File: src/rtl/regfile_wb_driver_if.sv
// Writeback request, register file write port and forwarding lookup bundle
// shared between the datapath (master) and the writeback driver (slave).
interface regfile_wb_driver_if #(
  parameter int DEPTH = 4,
  parameter int AW    = 5,
  parameter int DW    = 32
);
  localparam int CW = $clog2(DEPTH) + 1;

  logic          in_valid;
  logic          in_ready;
  logic [AW-1:0] in_addr;
  logic [DW-1:0] in_data;
  logic          wreg;
  logic [AW-1:0] waddr;
  logic [DW-1:0] wdata;
  logic [AW-1:0] fwd_raddr1;
  logic [AW-1:0] fwd_raddr2;
  logic          fwd_hit1;
  logic [DW-1:0] fwd_data1;
  logic          fwd_hit2;
  logic [DW-1:0] fwd_data2;
  logic [CW-1:0] pending;
  logic          idle;

  modport master (
    output in_valid, in_addr, in_data, fwd_raddr1, fwd_raddr2,
    input  in_ready, wreg, waddr, wdata, fwd_hit1, fwd_data1,
           fwd_hit2, fwd_data2, pending, idle
  );

  modport slave (
    input  in_valid, in_addr, in_data, fwd_raddr1, fwd_raddr2,
    output in_ready, wreg, waddr, wdata, fwd_hit1, fwd_data1,
           fwd_hit2, fwd_data2, pending, idle
  );
endinterface

File: src/rtl/regfile_wb_driver.sv
// Writeback driver: queues results in a small FIFO, retires one register file
// write per cycle and forwards still-pending values to decode.
module regfile_wb_driver #(
  parameter int DEPTH = 4,
  parameter int AW    = 5,
  parameter int DW    = 32
) (
  input logic              clk,
  input logic              resetn,
  regfile_wb_driver_if.slave bus
);
  localparam int PW = $clog2(DEPTH);
  localparam int CW = PW + 1;

  logic [AW-1:0] addr_mem_q [DEPTH];
  logic [DW-1:0] data_mem_q [DEPTH];
  logic [PW-1:0] rd_ptr_q, rd_ptr_d;
  logic [PW-1:0] wr_ptr_q, wr_ptr_d;
  logic [CW-1:0] count_q, count_d;
  logic          wreg_q, wreg_d;
  logic [AW-1:0] waddr_q, waddr_d;
  logic [DW-1:0] wdata_q, wdata_d;

  logic          ready_s;
  logic          push_s;
  logic          pop_s;
  logic [AW-1:0] fwd_raddr_s [2];
  logic          fwd_hit_s   [2];
  logic [DW-1:0] fwd_data_s  [2];

  // A full FIFO never accepts, even when it is popping in the same cycle.
  assign ready_s = !resetn && (count_q < CW'(DEPTH));
  assign push_s  = bus.in_valid && ready_s && (bus.in_addr != {AW{1'b0}});
  assign pop_s   = (count_q != {CW{1'b0}});

  // Next-state for pointers, occupancy and the write-port output register.
  always_comb begin
    rd_ptr_d = rd_ptr_q;
    wr_ptr_d = wr_ptr_q;
    count_d  = count_q;
    wreg_d   = 1'b0;
    waddr_d  = waddr_q;
    wdata_d  = wdata_q;
    if (pop_s) begin
      wreg_d   = 1'b1;
      waddr_d  = addr_mem_q[rd_ptr_q];
      wdata_d  = data_mem_q[rd_ptr_q];
      rd_ptr_d = rd_ptr_q + PW'(1);
    end else begin
      wreg_d   = 1'b0;
    end
    if (push_s) begin
      wr_ptr_d = wr_ptr_q + PW'(1);
    end else begin
      wr_ptr_d = wr_ptr_q;
    end
    case ({push_s, pop_s})
      2'b10:   count_d = count_q + CW'(1);
      2'b01:   count_d = count_q - CW'(1);
      default: count_d = count_q;
    endcase
  end

  // State registers with synchronous reset.
  always_ff @(posedge clk) begin
    if (resetn) begin
      rd_ptr_q <= {PW{1'b0}};
      wr_ptr_q <= {PW{1'b0}};
      count_q  <= {CW{1'b0}};
      wreg_q   <= 1'b0;
      waddr_q  <= {AW{1'b0}};
      wdata_q  <= {DW{1'b0}};
    end else begin
      rd_ptr_q <= rd_ptr_d;
      wr_ptr_q <= wr_ptr_d;
      count_q  <= count_d;
      wreg_q   <= wreg_d;
      waddr_q  <= waddr_d;
      wdata_q  <= wdata_d;
    end
  end

  // FIFO storage; contents are meaningful only between the pointers.
  always_ff @(posedge clk) begin
    if (push_s) begin
      addr_mem_q[wr_ptr_q] <= bus.in_addr;
      data_mem_q[wr_ptr_q] <= bus.in_data;
    end
  end

  assign fwd_raddr_s[0] = bus.fwd_raddr1;
  assign fwd_raddr_s[1] = bus.fwd_raddr2;

  // Forwarding search: output register first, then FIFO oldest to youngest so the youngest match wins.
  always_comb begin
    for (int p = 0; p < 2; p++) begin
      fwd_hit_s[p]  = 1'b0;
      fwd_data_s[p] = {DW{1'b0}};
      if (wreg_q && (waddr_q == fwd_raddr_s[p])) begin
        fwd_hit_s[p]  = 1'b1;
        fwd_data_s[p] = wdata_q;
      end else begin
        fwd_hit_s[p]  = 1'b0;
      end
      for (int i = 0; i < DEPTH; i++) begin
        if ((CW'(i) < count_q) &&
            (addr_mem_q[rd_ptr_q + PW'(i)] == fwd_raddr_s[p])) begin
          fwd_hit_s[p]  = 1'b1;
          fwd_data_s[p] = data_mem_q[rd_ptr_q + PW'(i)];
        end else begin
          fwd_hit_s[p]  = fwd_hit_s[p];
        end
      end
      if (fwd_raddr_s[p] == {AW{1'b0}}) begin
        fwd_hit_s[p]  = 1'b0;
        fwd_data_s[p] = {DW{1'b0}};
      end else begin
        fwd_hit_s[p]  = fwd_hit_s[p];
      end
    end
  end

  assign bus.in_ready  = ready_s;
  assign bus.wreg      = wreg_q;
  assign bus.waddr     = waddr_q;
  assign bus.wdata     = wdata_q;
  assign bus.fwd_hit1  = fwd_hit_s[0];
  assign bus.fwd_data1 = fwd_data_s[0];
  assign bus.fwd_hit2  = fwd_hit_s[1];
  assign bus.fwd_data2 = fwd_data_s[1];
  assign bus.pending   = count_q;
  assign bus.idle      = (count_q == {CW{1'b0}}) && !wreg_q;
endmodule

File: src/flat_wrapper.sv
// flat-port wrapper written by rule: the top's interface ports become plain ports
module regfile_wb_driver_flat 
#(
  parameter int DEPTH = 4,
  parameter int AW    = 5,
  parameter int DW    = 32
)
  (clk, resetn, bus_in_valid, bus_in_addr, bus_in_data, bus_fwd_raddr1, bus_fwd_raddr2, bus_in_ready, bus_wreg, bus_waddr, bus_wdata, bus_fwd_hit1, bus_fwd_data1, bus_fwd_hit2, bus_fwd_data2, bus_pending, bus_idle);
  regfile_wb_driver_if #(.DEPTH(DEPTH), .AW(AW), .DW(DW)) bus_i ();
  input logic clk;
  input logic resetn;
  input wire logic [$bits(bus_i.in_valid)-1:0] bus_in_valid;
  input wire logic [$bits(bus_i.in_addr)-1:0] bus_in_addr;
  input wire logic [$bits(bus_i.in_data)-1:0] bus_in_data;
  input wire logic [$bits(bus_i.fwd_raddr1)-1:0] bus_fwd_raddr1;
  input wire logic [$bits(bus_i.fwd_raddr2)-1:0] bus_fwd_raddr2;
  output wire logic [$bits(bus_i.in_ready)-1:0] bus_in_ready;
  output wire logic [$bits(bus_i.wreg)-1:0] bus_wreg;
  output wire logic [$bits(bus_i.waddr)-1:0] bus_waddr;
  output wire logic [$bits(bus_i.wdata)-1:0] bus_wdata;
  output wire logic [$bits(bus_i.fwd_hit1)-1:0] bus_fwd_hit1;
  output wire logic [$bits(bus_i.fwd_data1)-1:0] bus_fwd_data1;
  output wire logic [$bits(bus_i.fwd_hit2)-1:0] bus_fwd_hit2;
  output wire logic [$bits(bus_i.fwd_data2)-1:0] bus_fwd_data2;
  output wire logic [$bits(bus_i.pending)-1:0] bus_pending;
  output wire logic [$bits(bus_i.idle)-1:0] bus_idle;
  assign bus_i.in_valid = bus_in_valid;
  assign bus_i.in_addr = bus_in_addr;
  assign bus_i.in_data = bus_in_data;
  assign bus_i.fwd_raddr1 = bus_fwd_raddr1;
  assign bus_i.fwd_raddr2 = bus_fwd_raddr2;
  assign bus_in_ready = bus_i.in_ready;
  assign bus_wreg = bus_i.wreg;
  assign bus_waddr = bus_i.waddr;
  assign bus_wdata = bus_i.wdata;
  assign bus_fwd_hit1 = bus_i.fwd_hit1;
  assign bus_fwd_data1 = bus_i.fwd_data1;
  assign bus_fwd_hit2 = bus_i.fwd_hit2;
  assign bus_fwd_data2 = bus_i.fwd_data2;
  assign bus_pending = bus_i.pending;
  assign bus_idle = bus_i.idle;
  regfile_wb_driver #(.DEPTH(DEPTH), .AW(AW), .DW(DW)) u_core (.clk(clk), .resetn(resetn), .bus(bus_i));
endmodule
File: config.mk
export PLATFORM = sky130hd
export DESIGN_NAME = regfile_wb_driver_flat
export DESIGN_NICKNAME = d
export VERILOG_FILES = /design/src/rtl/regfile_wb_driver_if.sv /design/src/rtl/regfile_wb_driver.sv /design/src/flat_wrapper.sv
export SDC_FILE = /design/constraint.sdc
export NUM_CORES = 1
export LEC_CHECK = 0
export ABC_AREA = 1
export BUFFER_PORTS_ARGS = -buffer_cell sky130_fd_sc_hd__buf_2
export CAP_MARGIN = 5
export CORE_ASPECT_RATIO = 1.25
export CORE_MARGIN = 8
export CORE_UTILIZATION = 35
export DETAILED_ROUTE_END_ITERATION = 8
export HOLD_SLACK_MARGIN = 0.03
export PLACE_DENSITY = 0.56
export SETUP_SLACK_MARGIN = 0.5
export SLEW_MARGIN = 0
export SYNTH_ARGS = -nofsm -noshare
export SYNTH_HDL_FRONTEND = slang
export SYNTH_SLANG_ARGS = --single-unit
File: constraint.sdc
create_clock -name clk -period 5.5 [get_ports clk]
set_input_delay 0.55 -clock clk [delete_from_list [all_inputs] [get_ports clk]]
set_output_delay 0.55 -clock clk [all_outputs]
set_load 0.02 [all_outputs]
Word level (Yosys, flattened, before mapping) --
Memory sizes are Yosys's and may differ from the RTL's. A register that Yosys moved wholly into a read port is not among the register bits. Index checks and enable logic that the tools add are counted.
Storage, ports and cells: memories 2, bits in writable memories 148, input bits 50, word-level logic and storage cells 85, flip-flop bits (word level) 45, output and inout port bits 109
Memory list:
- u_core.data_mem_q | depth 4, bits a word 32, rd ports 4, clocked after Yosys merged registers in 1, write ports 1, RTL line regfile_wb_driver.sv:16 | logic [DW-1:0] data_mem_q [DEPTH];
- u_core.addr_mem_q | depth 4, bits a word 5, rd ports 4, clocked after Yosys merged registers in 1, write ports 1, RTL line regfile_wb_driver.sv:15 | logic [AW-1:0] addr_mem_q [DEPTH];
Operators by class: reductions and logical operators 22, $add $sub $neg 6, equality and inequality tests 12, mux-type cells 32, $lt $le $gt $ge 5
Operators with widths (count):
- $mux W32 | 12
- $eq A5 B5 Y1 | 10
- $mux W1 | 15
- $logic_and A1 B1 Y1 | 14
- $logic_not A5 Y1 | 2
- $mux W2 | 4
- $lt A1 B3 Y1 const A | 2
- $lt A2 B3 Y1 const A | 2
- $pmux W3 S2 | 1
- $reduce_bool A5 Y1 | 1
- $add A2 B1 Y2 const B | 2
- $add A2 B2 Y2 const B | 2
- $add A3 B1 Y3 const B | 1
- $logic_not A3 Y1 | 1
- $lt A3 B3 Y1 const B | 1
- $reduce_bool A3 Y1 | 1
- $sub A3 B1 Y3 const B | 1
- $eq A2 B1 Y1 const B | 1
- $eq A2 B2 Y1 const B | 1
- $logic_not A1 Y1 | 2
- $reduce_bool A2 Y1 | 1

Logic depth before layout (Yosys ltp) --
Gate-level depths: netlist of the first run.
word-level depth 8, depth in mapped cells 17, gate-level depth less buffers 13

Worst setup path before layout of the first run --
No wires, ideal clock.
kind input to register, start point input resetn, end point memory u_core.addr_mem_q[0][0], enable pin, setup slack 2280 ps, path buffers 0, data arrival time 2788 ps, data required time 5069 ps, setup time 431 ps, stages on the path 3, path through nor2_1 > nand3_1 > nor2_1
On the way: cells in the longest elaborated chain, start to end 6
RTL lines:
- from (decl) | RTL line flat_wrapper.sv:11 | input logic resetn;
- $logic_not A1 Y1 | RTL line regfile_wb_driver.sv:32 | assign ready_s = !resetn && (count_q < CW'(DEPTH));
- $logic_and A1 B1 Y1 | RTL line regfile_wb_driver.sv:32
- $logic_and A1 B1 Y1 (2 in a row) | RTL line regfile_wb_driver.sv:33 | assign push_s = bus.in_valid && ready_s && (bus.in_addr != {AW{1'b0}});
- $mux W1 | RTL line regfile_wb_driver.sv:85 | if (push_s) begin
- $mux W1 (not written as such) | RTL line regfile_wb_driver.sv:86 | addr_mem_q[wr_ptr_q] <= bus.in_addr;
- to (decl) | RTL line regfile_wb_driver.sv:15
No other way between the ends.

Worst setup path after layout of the first run --
start point register u_core.rd_ptr_q[1], end point output bus_fwd_data1[12]
On the way: cells in the longest elaborated chain, start to end 8, elaborated cells on any way between the ends 15, classes of those cells 3 x add/sub; 3 x eq/ne; 4 x mux; 3 x reduce/logical; 2 x memory
RTL lines:
- from (decl) | RTL line regfile_wb_driver.sv:17 | logic [PW-1:0] rd_ptr_q, rd_ptr_d;
- from (signal assigned) | RTL line regfile_wb_driver.sv:67 | rd_ptr_q <= {PW{1'b0}};
- from (signal assigned) | RTL line regfile_wb_driver.sv:74 | rd_ptr_q <= rd_ptr_d;
- $add A2 B1 Y2 | RTL line regfile_wb_driver.sv:107, regfile_wb_driver.sv:109
- $mem_v2 Z4 W5
- $eq A5 B5 Y1 | RTL line regfile_wb_driver.sv:107 | (addr_mem_q[rd_ptr_q + PW'(i)] == fwd_raddr_s[p])) begin
- $logic_and A1 B1 Y1 | RTL line regfile_wb_driver.sv:106 | if ((CW'(i) < count_q) &&
- $mux W32 (2 in a row) | RTL line regfile_wb_driver.sv:106
- $mux W32 * | RTL line regfile_wb_driver.sv:106
- $mux W32 * | RTL line regfile_wb_driver.sv:114 | if (fwd_raddr_s[p] == {AW{1'b0}}) begin
- to (decl) | RTL line flat_wrapper.sv:22 | output wire logic [$bits(bus_i.fwd_data1)-1:0] bus_fwd_data1;
Every way passes the cells marked *; elsewhere a longest branch is shown, timed or not.

==> results of run 1 <==
[worst max-delay path: stages (launching register included)]
cell and delay [ps]:
sky130_fd_sc_hd__dfxtp_1 690, sky130_fd_sc_hd__nand2_8 350, sky130_fd_sc_hd__nand2_4 260, sky130_fd_sc_hd__buf_4 470, sky130_fd_sc_hd__nand2_1 100, sky130_fd_sc_hd__nand3_1 80, sky130_fd_sc_hd__nand2_1 90, sky130_fd_sc_hd__nor2_4 110
sky130_fd_sc_hd__nand3_2 350, sky130_fd_sc_hd__buf_4 420, sky130_fd_sc_hd__nand3_1 140, sky130_fd_sc_hd__nand3_1 80, sky130_fd_sc_hd__a21oi_1 280, sky130_fd_sc_hd__buf_2 220
[stage by stage]
stage          hold slack (ps)  worst slack, ps  total power [W]  instances
6_report                   287              817          0.00946       2856
5_1_grt                    295              630           0.0100       2853
4_1_cts                    269              886          0.00937       2852
3_5_place_dp               542             1390          0.00806       2820
3_3_place_gp               524             1440          0.00803       2820
2_1_floorplan              490             2280          0.00610       2224
[layer usage]
metal / vias up / routed length, um / share of wire [%]
met2: 892 / 30400 / 48
met3: 190 / 4890 / 7.8
met1: 7573 / 24900 / 40
met4: 0 / 2870 / 4.5
li1: 7612 / - / -
met5: - / 0 / 0
[sequential cells by signal (all words and copies together) (netlist names), named ones only]
signal and cells:
u_core.addr_mem_q 20, u_core.bus.pending 3, u_core.bus.waddr 5, u_core.bus.wdata 32, u_core.bus.wreg 1, u_core.data_mem_q 128, u_core.rd_ptr_q 2, u_core.wr_ptr_q 2
[cell families (layout without fill, tap and decap cells)]
kind of cell | after synthesis | count (layout)
xor+xnor | 8 | 8
mux | 1 | 1
compound gates | 537 | 537
other cells | 0 | 4
fa+ha+maj | 9 | 9
simple gates | 1054 | 1054
flops | 195 | 195
buf+inv | 420 | 489
[power by group through the flow]
stage	Combinational (W)	Clock [W]	Sequential (W)
floorplan	0.00395	0	0.00215
global placement	0.00587	0	0.00216
detailed placement	0.00590	0	0.00216
CTS	0.00591	0.00133	0.00213
global route	0.00649	0.00137	0.00216
finish	0.00601	0.00131	0.00213
[synthesized netlist by cell type, types with 2 or more instances]
cell type	instances	area [um^2]
sky130_fd_sc_hd__a21boi_0	2	15.0
sky130_fd_sc_hd__a21oi_1	116	581
sky130_fd_sc_hd__a21oi_2	6	52.6
sky130_fd_sc_hd__a22oi_1	31	233
sky130_fd_sc_hd__a31oi_1	31	194
sky130_fd_sc_hd__buf_1	18	67.6
sky130_fd_sc_hd__buf_2	42	210
sky130_fd_sc_hd__buf_4	6	45.0
sky130_fd_sc_hd__buf_6	13	146
sky130_fd_sc_hd__clkbuf_1	85	319
sky130_fd_sc_hd__clkinv_1	2	7.51
sky130_fd_sc_hd__dfxtp_1	47	941
sky130_fd_sc_hd__edfxtp_1	148	4440
sky130_fd_sc_hd__ha_1	9	113
sky130_fd_sc_hd__inv_1	247	927
sky130_fd_sc_hd__inv_2	5	18.8
sky130_fd_sc_hd__inv_4	2	12.5
sky130_fd_sc_hd__nand2_1	464	1740
sky130_fd_sc_hd__nand2_2	7	43.8
sky130_fd_sc_hd__nand2_4	3	33.8
sky130_fd_sc_hd__nand3_1	157	786
sky130_fd_sc_hd__nand3_2	3	30.0
sky130_fd_sc_hd__nand4_1	88	551
sky130_fd_sc_hd__nor2_1	312	1170
sky130_fd_sc_hd__nor2_2	9	56.3
sky130_fd_sc_hd__nor2_4	4	45.0
sky130_fd_sc_hd__nor3_1	5	25.0
sky130_fd_sc_hd__o211ai_1	31	233
sky130_fd_sc_hd__o21a_1	2	15.0
sky130_fd_sc_hd__o21ai_0	270	1350
sky130_fd_sc_hd__o21ai_1	8	40.0
sky130_fd_sc_hd__o221ai_1	31	272
sky130_fd_sc_hd__o22ai_1	6	37.5
sky130_fd_sc_hd__xor2_1	8	70.1
[final timing paths]
path / startpoint / to / slack (ps) / cells past startpoint
worst max-delay path: u_core.rd_ptr_q[1] / bus_fwd_data1[12] / 820 / 13
worst min-delay path: bus_in_data[10] / u_core.data_mem_q[2][10] / 290 / 1
worst max register to register: u_core.bus.pending[2] / u_core.data_mem_q[2][24] / 2730 / 4
worst min register to register: u_core.bus.wdata[30] / u_core.bus.wdata[30] / 570 / 2
[area by class of cell]
cell class	count	area (um^2)	share of cell area (%)
Clock inverter	15	170	1.02
Multi-Input combinational cell	1609	7820	47.1
Antenna cell	4	10.0	0.0603
Tap cell	559	699	4.21
Inverter	256	966	5.82
Sequential cell	195	5390	32.5
Timing Repair Buffer	201	1130	6.78
Clock buffer	17	425	2.56
==> impl_results.md, run 1 <==
* Die height at between 200 and 250 um
* Count of port buffers added during placement at 158
* Post-CTS setup buffers at 0
* Clock edge transition at the registers on the reported setup and hold paths at 80 ps
* Number of fillers in the final layout at 4,511
* Setup repair after global routing missed its margin: no
* Area after DPL at 16,000 um^2
* Seq/Total Area, Yosys at 36.1%
* CP Data Arrival Time at between 4000 and 5000 ps
* TritonCTS clock tree: done
* Slew Viols, Final at 0
* Initial DRC Count at 1,933
* CTS Hold Bufs at 0
* Met2 capacity usage during global routing at 42.0%
* Proportion of layout cells with a drive suffix above 1 at roughly an eighth
* Yosys synthesis warning count at 0
* Compound-cell area share of the yosys netlist at 20.5%
* Power per unit of standard cell area at between 500 and 600 nW/um^2
* Net Count, Synth at 2,283
* Core ar. at 42,000 um^2
* Combinational share of power at 63.6%
* Global route overflow at 0
* Clock latency at the later pin of the worst-skew pair at 480 ps
* Met1 Resource Use GR at around 29%
* Number of iterations in the first detailed-routing pass at 6
* Width of the die at 201 um
* Die Outline Area at roughly 50,000 um^2
* Multiplexer share of the synthesized area at less than 1%
* Required time worst endpoint at 4950 ps
* Sequential share of power at a little under a quarter
* Result of the run: finished clean
* Post-route core utilization at 39.5%
* Skew final at 19.5 ps
* Non-Filler Cell Area, Final at ~17,000 um^2
* GRT busiest layer: met2
* Number of synthesized register bits at slightly below 200
* Cell leakage power at 7.23 nW
* Netlist area before placement at 14,900 um^2
* Maximum buffer depth of the clock tree at 2
* Maxcap violations at 0
* Hold Violations, Final at 0
* Final clock period utilization by the worst path at 85.1%
* Post-route ant nets at 0
* Floorplan row count at 84
* Clock tree sinks at 195
* Power share of the clock group at 13.9%
* Total Routed Length at 63,100 um
* Cell internal pwr at 0.00407 W
* Category of the most critical setup path: reg -> out
* Mean cell area of the mapped netlist at 6.70 um^2
* Root buf cell: sky130_fd_sc_hd__clkbuf_16
* Total Neg Setup Slack at 0 ps
* Top-level port count at 159
* Relative area change from synthesis to final layout at 11.4%
* Critical Path End Type: output port
* Number of endpoints failing setup at the final stage at 0
* Largest fanout on the critical path at just under 60
* Power spent charging and discharging nets at 0.00539 W
* Remaining design rule violation count at 0
* Synthesized netlist cell count at 2,224
* EDFF count, synth at ~150
* Proportion of register bits with asynchronous set or reset after synthesis at 0%
* Most common cell after layout, fill and taps aside: sky130_fd_sc_hd__nand2_1
* Net switching share of the total power at 57.0%
* Resize count post-CTS at 0
* Number of nets at the end of the flow at 2,339
* Initial antenna violation count at 4
* Startpoint class of the critical path: flip-flop
* Commonest cells after routing, fill and taps aside: sky130_fd_sc_hd__nand2_1, sky130_fd_sc_hd__nor2_1, sky130_fd_sc_hd__o21ai_0, sky130_fd_sc_hd__inv_1, sky130_fd_sc_hd__buf_2
* Via count of the first global-routing pass at 15,300
* Fraction of the mapped netlist area in adder cells at less than 1%
* GR Util All Layers at 24.3%
* Time the final worst path needs with I/O delays and setup at 4680 ps
* Highest ir drop seen on vdd at between 0.4 and 0.5 mV
* First-pass GRT wire length at 92,600 um
* Simple-gate share of the synthesized area at 30.3%
* Initial core utilization at 35.4%
* Post-synthesis share of cell area spent on xor and xnor gates at 0.470%
* Worst-case headroom to the max-slew limit at 16.7%
* Count of different cell masters after synthesis at 40
* GRT met3 Usage at 3.81%
* Average via count per standard cell at around 5.7
* H-tree depth reported by CTS at 4
* Hold crit path type: in -> reg
* Number of buffers added by the clock tree synthesis step at 17
* Placer's final routability congestion estimate at 0.915
* Routed length per placed instance at around 22 um
* Worst Tran Pin Value at between 1000 and 1500 ps
* Pin count of the biggest net entering global routing at roughly 100
* Main combinational cell family by area after synthesis: simple AND/OR/NAND/NOR gates
* DP Wirelength at 41,000 um
* Peak Freq at 214 MHz
* Prevailing post-synth register cell: sky130_fd_sc_hd__edfxtp_1
* Routed via count at around 16,000
(Power assumes the default switching activity.)
==> run 2, diff against run 1 <==
- PLACE_DENSITY: 0.56 -> unset
- SLEW_MARGIN: 0 -> 20
==> impl_results.md, run 2 (same netlist as run 1, synthesis figures left out) <==
* Routed length per placed instance at 21.9 um (-0.72%)
* Cell Chain, Critical Path: nand2_8 -> nand2_4 -> buf_4 -> nand2_1 -> nand2_1 -> o22ai_1 -> nor2_1 -> nand3_2 -> inv_2 -> nor2_1 -> a21oi_1 -> buf_2
* Highest cell delay on the worst timing path at 690 ps (about the same)
* Initial DRC Count at 1,900 (-1.7%)
* Via count of the first global-routing pass at 15,700 (+2.7%)
* Placer's final routability congestion estimate at 0.954 (+4.2%)
* Core ar. at 42,000 um^2 (unchanged)
* Relative area change from synthesis to final layout at 11.4% (about the same)
* Pin count of the biggest net entering global routing at 82 (-20%)
* CP max stage cell: sky130_fd_sc_hd__dfxtp_1
* GRT busiest layer: met2
* Initial antenna violation count at 7 (+3)
* Highest ir drop seen on vdd at 0.390 mV (-19%)
* Global route overflow at 0 (unchanged)
* Total Neg Setup Slack at 0 ps (unchanged)
* Category of the most critical setup path: reg -> out
* Number of iterations in the first detailed-routing pass at 6 (unchanged)
* Met1 Resource Use GR at 28.8% (-0.53 points)
* Remaining design rule violation count at 0 (unchanged)
* Root buf cell: sky130_fd_sc_hd__clkbuf_16
* Commonest cells after routing, fill and taps aside: sky130_fd_sc_hd__nand2_1, sky130_fd_sc_hd__nor2_1, sky130_fd_sc_hd__o21ai_0, sky130_fd_sc_hd__inv_1, sky130_fd_sc_hd__buf_2
* Setup repair after global routing missed its margin: no
* Number of fillers in the final layout at 4,424 (-1.9%)
* Cell leakage power at 7.23 nW (about the same)
* Count of port buffers added during placement at 158 (unchanged)
* First-pass GRT wire length at 93,400 um (+0.86%)
* Routed via count at 16,400 (+0.62%)
* Met2 capacity usage during global routing at 40.6% (-1.4 points)
* Time the final worst path needs with I/O delays and setup at 4610 ps (-75.6 ps)
* CTS Hold Bufs at 0 (unchanged)
* CP Data Arrival Time at 4060 ps (-70 ps)
* Number of cells in the design after placement at 2,817 (-0.11%)
* Post-CTS setup buffers at 0 (unchanged)
* Post-route ant nets at 0 (unchanged)
* Total Routed Length at 62,600 um (-0.83%)
* Clock latency at the later pin of the worst-skew pair at 470 ps (about the same)
* Post-route total power at 0.00941 W (-0.50%)
* Power per unit of standard cell area at 567 nW/um^2 (-0.48%)
* Hold crit path type: in -> reg
* TritonCTS clock tree: done
* Number of nets at the end of the flow at 2,336 (-0.13%)
* H-tree depth reported by CTS at 4 (unchanged)
* Number of endpoints failing setup at the final stage at 0 (unchanged)
* Maxcap violations at 0 (unchanged)
* DP Wirelength at 40,900 um (about the same)
* Width of the die at 201 um (unchanged)
* Peak Freq at 217 MHz (+1.6%)
* Resize count post-CTS at 0 (unchanged)
* Critical Path End Type: output port
* Clock edge transition at the registers on the reported setup and hold paths at 80 ps (about the same)
* Skew final at 12.0 ps (-7.48 ps)
* Final clock period utilization by the worst path at 83.8% (-1.4 points)
* Largest fanout on the critical path at 52 (-10%)
* Setup slack of the most critical reg-to-reg path at 2750 ps (+20 ps)
* Most common cell after layout, fill and taps aside: sky130_fd_sc_hd__nand2_1
* Startpoint class of the critical path: flip-flop
* Top-level port count at 159 (unchanged)
* Initial core utilization at 35.4% (unchanged)
* Clock tree sinks at 195 (unchanged)
* Smallest setup slack after layout at 893 ps (+75.6 ps)
* Die Outline Area at 49,500 um^2 (unchanged)
* Worst Tran Pin Value at 1000 ps (-245 ps)
* Required time worst endpoint at 4950 ps (about the same)
* Number of buffers added by the clock tree synthesis step at 17 (unchanged)
* Number of flip-flops under the largest register name at 128 (unchanged)
* Proportion of layout cells with a drive suffix above 1 at 12.6% (+0.016 points)
* Maximum buffer depth of the clock tree at 2 (unchanged)
* Die height at 247 um (unchanged)
* Worst slack at placement at 1440 ps (+44.0 ps)
* Slew Viols, Final at 0 (unchanged)
* Worst-case headroom to the max-slew limit at 33.1% (+16 points)
* Floorplan row count at 84 (unchanged)
* Largest Register: u_core.data_mem_q
* Result of the run: finished clean
* GRT met3 Usage at 4.75% (+0.94 points)
* Final std cells w/o fill at 2,853 (-0.11%)
* Average via count per standard cell at 5.74 (+0.73%)
* Hold Violations, Final at 0 (unchanged)
* GR Util All Layers at 24.5% (+0.10 points)
[run 2: critical path, delay by kind of cell (launching register included)]
kind	cells	cell delay, ps
buf+inv	3	1310
flops	1	690
simple gates	7	1190
compound gates	2	370
[run 2: worst paths after layout]
kind | from | to | cells past startpoint
worst max-delay path | u_core.rd_ptr_q[1] | bus_fwd_data1[23] | 12
worst min-delay path | bus_in_data[17] | u_core.data_mem_q[2][17] | 1
worst min register to register | u_core.bus.wdata[30] | u_core.bus.wdata[30] | 2
worst max register to register | u_core.bus.pending[0] | u_core.bus.pending[2] | 9
[run 2: layout make-up]
| class | instances | area (um^2) | area share, % |
|---|---|---|---|
| clock inverters | 15 | 189 | 1.14 |
| well taps | 559 | 699 | 4.21 |
| diodes | 4 | 10.0 | 0.0603 |
| multi-input cells | 1609 | 7830 | 47.2 |
| flip-flops and latches | 195 | 5390 | 32.5 |
| repair buffers | 198 | 1090 | 6.57 |
| clock buffers | 17 | 425 | 2.56 |
| inverters | 256 | 966 | 5.82 |
[run 2: per-layer routing]
metal  vias up  wire length [um]
li1       7603                 -
met1      7560             24500
met2       953             29100
met3       246              5190
met4         6              3700
met5         -                32
[run 2: stage by stage]
stage | area [um^2] | util, % | hold WS, ps
after floorplan | 14900 | - | 490
after global placement | 16000 | 38.0 | 512
after detailed placement | 16000 | 38.0 | 514
after CTS | 16600 | 39.4 | 271
after global routing | 16600 | 39.5 | 287
final | 16600 | 39.5 | 289
[run 2: report_power, final]
group	total [W]	switching (W)	internal, W
Clock	0.00132	0.000663	0.000655
Combinational	0.00598	0.00443	0.00155
Sequential	0.00212	0.000307	0.00181
Total	0.00941	0.00540	0.00401
==> run 3, diff against run 2 <==
- ABC_AREA: 1 -> 0
- clock period: 5.5 -> 4.4 ns (I/O delays scaled with it)
==> impl_results.md, run 3 <==
* Synthesized netlist cell count at 1,123 (-50%)
* Final clock period utilization by the worst path at 87.1%
* Total Routed Length at 48,800 um (-22%)
* Net Count, Synth at 1,182 (-48%)
* Leading area contributor after synthesis: sky130_fd_sc_hd__edfxtp_1
* Die height at 238 um (-3.7%)
* Pin count of the biggest net entering global routing at 58 (-29%)
* Relative area change from synthesis to final layout at 14.8%
* Commonest cells in the synthesized netlist: sky130_fd_sc_hd__edfxtp_1, sky130_fd_sc_hd__mux4_2, sky130_fd_sc_hd__nand2_1
* Cell Chain, Critical Path: mux4_2 -> xnor2_1 -> nand4_1 -> nor3_4 -> buf_6 -> a21oi_1 -> a211oi_1 -> buf_2
* Cell family with most CP delay: buffers and inverters
* Yosys synthesis warning count at 0 (unchanged)
* Initial antenna violation count at 8 (+1)
* Number of iterations in the first detailed-routing pass at 5 (-1)
* Maximum buffer depth of the clock tree at 2 (unchanged)
* Most common cell after layout, fill and taps aside: sky130_fd_sc_hd__buf_2
* Root buf cell: sky130_fd_sc_hd__clkbuf_16
* Post-route total power at 0.00899 W (-4.5%)
* Hold Violations, Final at 0 (unchanged)
* Initial core utilization at 35.3% (-0.13 points)
* Proportion of layout cells with a drive suffix above 1 at 39.3% (+27 points)
* Routed via count at 11,300 (-31%)
* Number of fillers in the final layout at 3,680 (-17%)
* DP Wirelength at 32,400 um (-21%)
* Area contributors post-synth: sky130_fd_sc_hd__edfxtp_1, sky130_fd_sc_hd__mux4_2, sky130_fd_sc_hd__dfxtp_1
* Seq/Total Area, Yosys at 39.2% (+3.0 points)
* Power per unit of standard cell area at 570 nW/um^2 (+0.56%)
* Slew Viols, Final at 0 (unchanged)
* Total Neg Setup Slack at 0 ps (unchanged)
* Largest fanout on the critical path at 32 (-38%)
* Required time worst endpoint at 3960 ps (-990 ps)
* Worst-case headroom to the max-slew limit at 35.6% (+2.5 points)
* Highest cell delay on the worst timing path at 590 ps (-100 ps)
* Area occupied by multi-input gates at 7800 um^2 (-0.34%)
* Remaining design rule violation count at 0 (unchanged)
* Mean cell area of the mapped netlist at 12.2 um^2 (+83%)
* Worst path buffer plus inverter count at 2 (-1)
* TritonCTS clock tree: done
* Prevailing post-synth register cell: sky130_fd_sc_hd__edfxtp_1
* Largest Register: u_core.data_mem_q
* Top-level port count at 159 (unchanged)
* Number of endpoints failing setup at the final stage at 0 (unchanged)
* Peak Freq at 261 MHz
* Total area of sequential cells at 5400 um^2 (about the same)
* CP Data Arrival Time at 3390 ps (-670 ps)
* Die Outline Area at 45,900 um^2 (-7.2%)
* Core ar. at 38,900 um^2 (-7.4%)
* Clock tree sinks at 195 (unchanged)
* Count of port buffers added during placement at 158 (unchanged)
* Number of synthesized register bits at 195 (unchanged)
* Netlist area before placement at 13,700 um^2 (-7.8%)
* Routed length per placed instance at 27.8 um (+27%)
* EDFF count, synth at 148 (unchanged)
* Number of buffers added by the clock tree synthesis step at 17 (unchanged)
* Area share of the largest cell type after synthesis at 32.3% (+2.5 points)
* Count of different cell masters after synthesis at 51 (+28%)
* Time the final worst path needs with I/O delays and setup at 3830 ps
* Proportion of register bits with asynchronous set or reset after synthesis at 0% (unchanged)
* Dominant cell by count in the synthesized netlist: sky130_fd_sc_hd__edfxtp_1
* Via count of the first global-routing pass at 11,300 (-28%)
* First-pass GRT wire length at 71,900 um (-23%)
* Critical Path End Type: output port
* Commonest cells after routing, fill and taps aside: sky130_fd_sc_hd__buf_2, sky130_fd_sc_hd__edfxtp_1, sky130_fd_sc_hd__mux4_2, sky130_fd_sc_hd__nand2_1, sky130_fd_sc_hd__a21oi_1
* Placer's final routability congestion estimate at 0.938 (-1.6%)
* Floorplan row count at 81 (-3.6%)
* Clock edge transition at the registers on the reported setup and hold paths at 80 ps (about the same)
* Post-route ant nets at 0 (unchanged)
* Hold crit path type: in -> reg
* Setup repair after global routing missed its margin: yes
* Skew final at 15.1 ps (+3.08 ps)
* Highest ir drop seen on vdd at 0.344 mV (-12%)
* Result of the run: finished clean
* Width of the die at 193 um (-3.6%)
* H-tree depth reported by CTS at 4 (unchanged)
* Clock latency at the later pin of the worst-skew pair at 460 ps (about the same)
* Number of flip-flops under the largest register name at 128 (unchanged)
* Category of the most critical setup path: reg -> out
* Initial DRC Count at 995 (-48%)
* Worst Tran Pin Value at 965 ps (-35.4 ps)
* Cell leakage power at 5.33 nW (-26%)
* CP max stage cell: sky130_fd_sc_hd__mux4_2
* GR Util All Layers at 20.4% (-4.1 points)
* Average via count per standard cell at 6.47 (+13%)
* Startpoint class of the critical path: flip-flop
* Number of nets at the end of the flow at 1,295 (-45%)
* Global route overflow at 0 (unchanged)
* CTS Hold Bufs at 0 (unchanged)
* Maxcap violations at 0 (unchanged)
==> run 3: changes by cell type after synthesis, moves of 31 or more <==
cell and delta:
sky130_fd_sc_hd__o21ai_0 -269, sky130_fd_sc_hd__nand3_1 -90, sky130_fd_sc_hd__nand2_1 -348, sky130_fd_sc_hd__inv_1 -236, sky130_fd_sc_hd__o221ai_1 -31, sky130_fd_sc_hd__a22oi_1 -31
sky130_fd_sc_hd__nand4_1 -82, sky130_fd_sc_hd__nor2_1 -264, sky130_fd_sc_hd__a21oi_1 -43, sky130_fd_sc_hd__a31oi_1 -31, sky130_fd_sc_hd__mux4_2 +147, sky130_fd_sc_hd__or3_1 +32
==> run 3: power by group <==
| group | internal (W) | switching (W) |
|---|---|---|
| clock | 0.000739 | 0.000772 |
| sequential | 0.00227 | 0.000385 |
| combinational | 0.00188 | 0.00294 |
| total | 0.00489 | 0.00410 |
==> run 3: logic make-up after synthesis <==
family                   after synthesis  synth area share [%]
XOR/XNOR                              55                  3.51
flip-flops                           195                  39.2
adder cells (fa/ha/maj)                9                 0.820
buffers and inverters                139                  4.96
AO/OA/AOI/OAI                        246                  15.4
AND/OR/NAND/NOR                      328                  11.8
multiplexers                         151                  24.4
==> run 3: layout make-up <==
cell class,count,area share [%]
diodes,5,0.0793
clock buffers,17,2.70
clock inverters,15,0.793
inverters,11,0.262
multi-input cells,791,49.5
flip-flops and latches,195,34.2
well taps,498,3.95
repair buffers,220,8.54
==> run 3: per-layer routing <==
layer	global-route usage (%)	up-vias	wire length, um
met3	3.49	129	3550
met1	24.3	5760	18600
met2	34.8	652	24500
li1	-	4782	-
met4	11.3	8	2020
met5	0	-	49
==> run 3: path summary, 6_finish.rpt <==
| path | startpoint | depth (start not counted) | slack (ps) | to |
|---|---|---|---|---|
| setup / recovery | u_core.rd_ptr_q[0] | 8 | 570 | bus_fwd_data2[30] |
| hold / removal | bus_in_data[13] | 1 | 190 | u_core.data_mem_q[3][13] |
| setup reg to reg | u_core.bus.pending[0] | 7 | 1790 | u_core.bus.pending[2] |
| hold reg to reg | u_core.bus.wdata[30] | 2 | 480 | u_core.bus.wdata[30] |
==> run 3: what timing repair did <==
action                                 in CTS  in global routing
setup buffers                               4                 10
endpoints found under the hold margin       0                  0
pin swaps                                   3                  6
setup endpoints to repair                  44                 38
gates resized for setup                     9                  8
cloned                                      0                  2
==> run 3: per-stage QoR <==
step | std cells | hold slack, ps | util, % | cell area, um^2 | setup slack (ps)
floorplan | 1123 | 508 | - | 13700 | 1420
global placement | 1699 | 455 | 38.6 | 15000 | 733
detailed placement | 1699 | 466 | 38.6 | 15000 | 734
global route | 1751 | 186 | 40.5 | 15800 | 431
finish | 1752 | 194 | 40.5 | 15800 | 568
CTS | 1735 | 169 | 40.1 | 15600 | 500
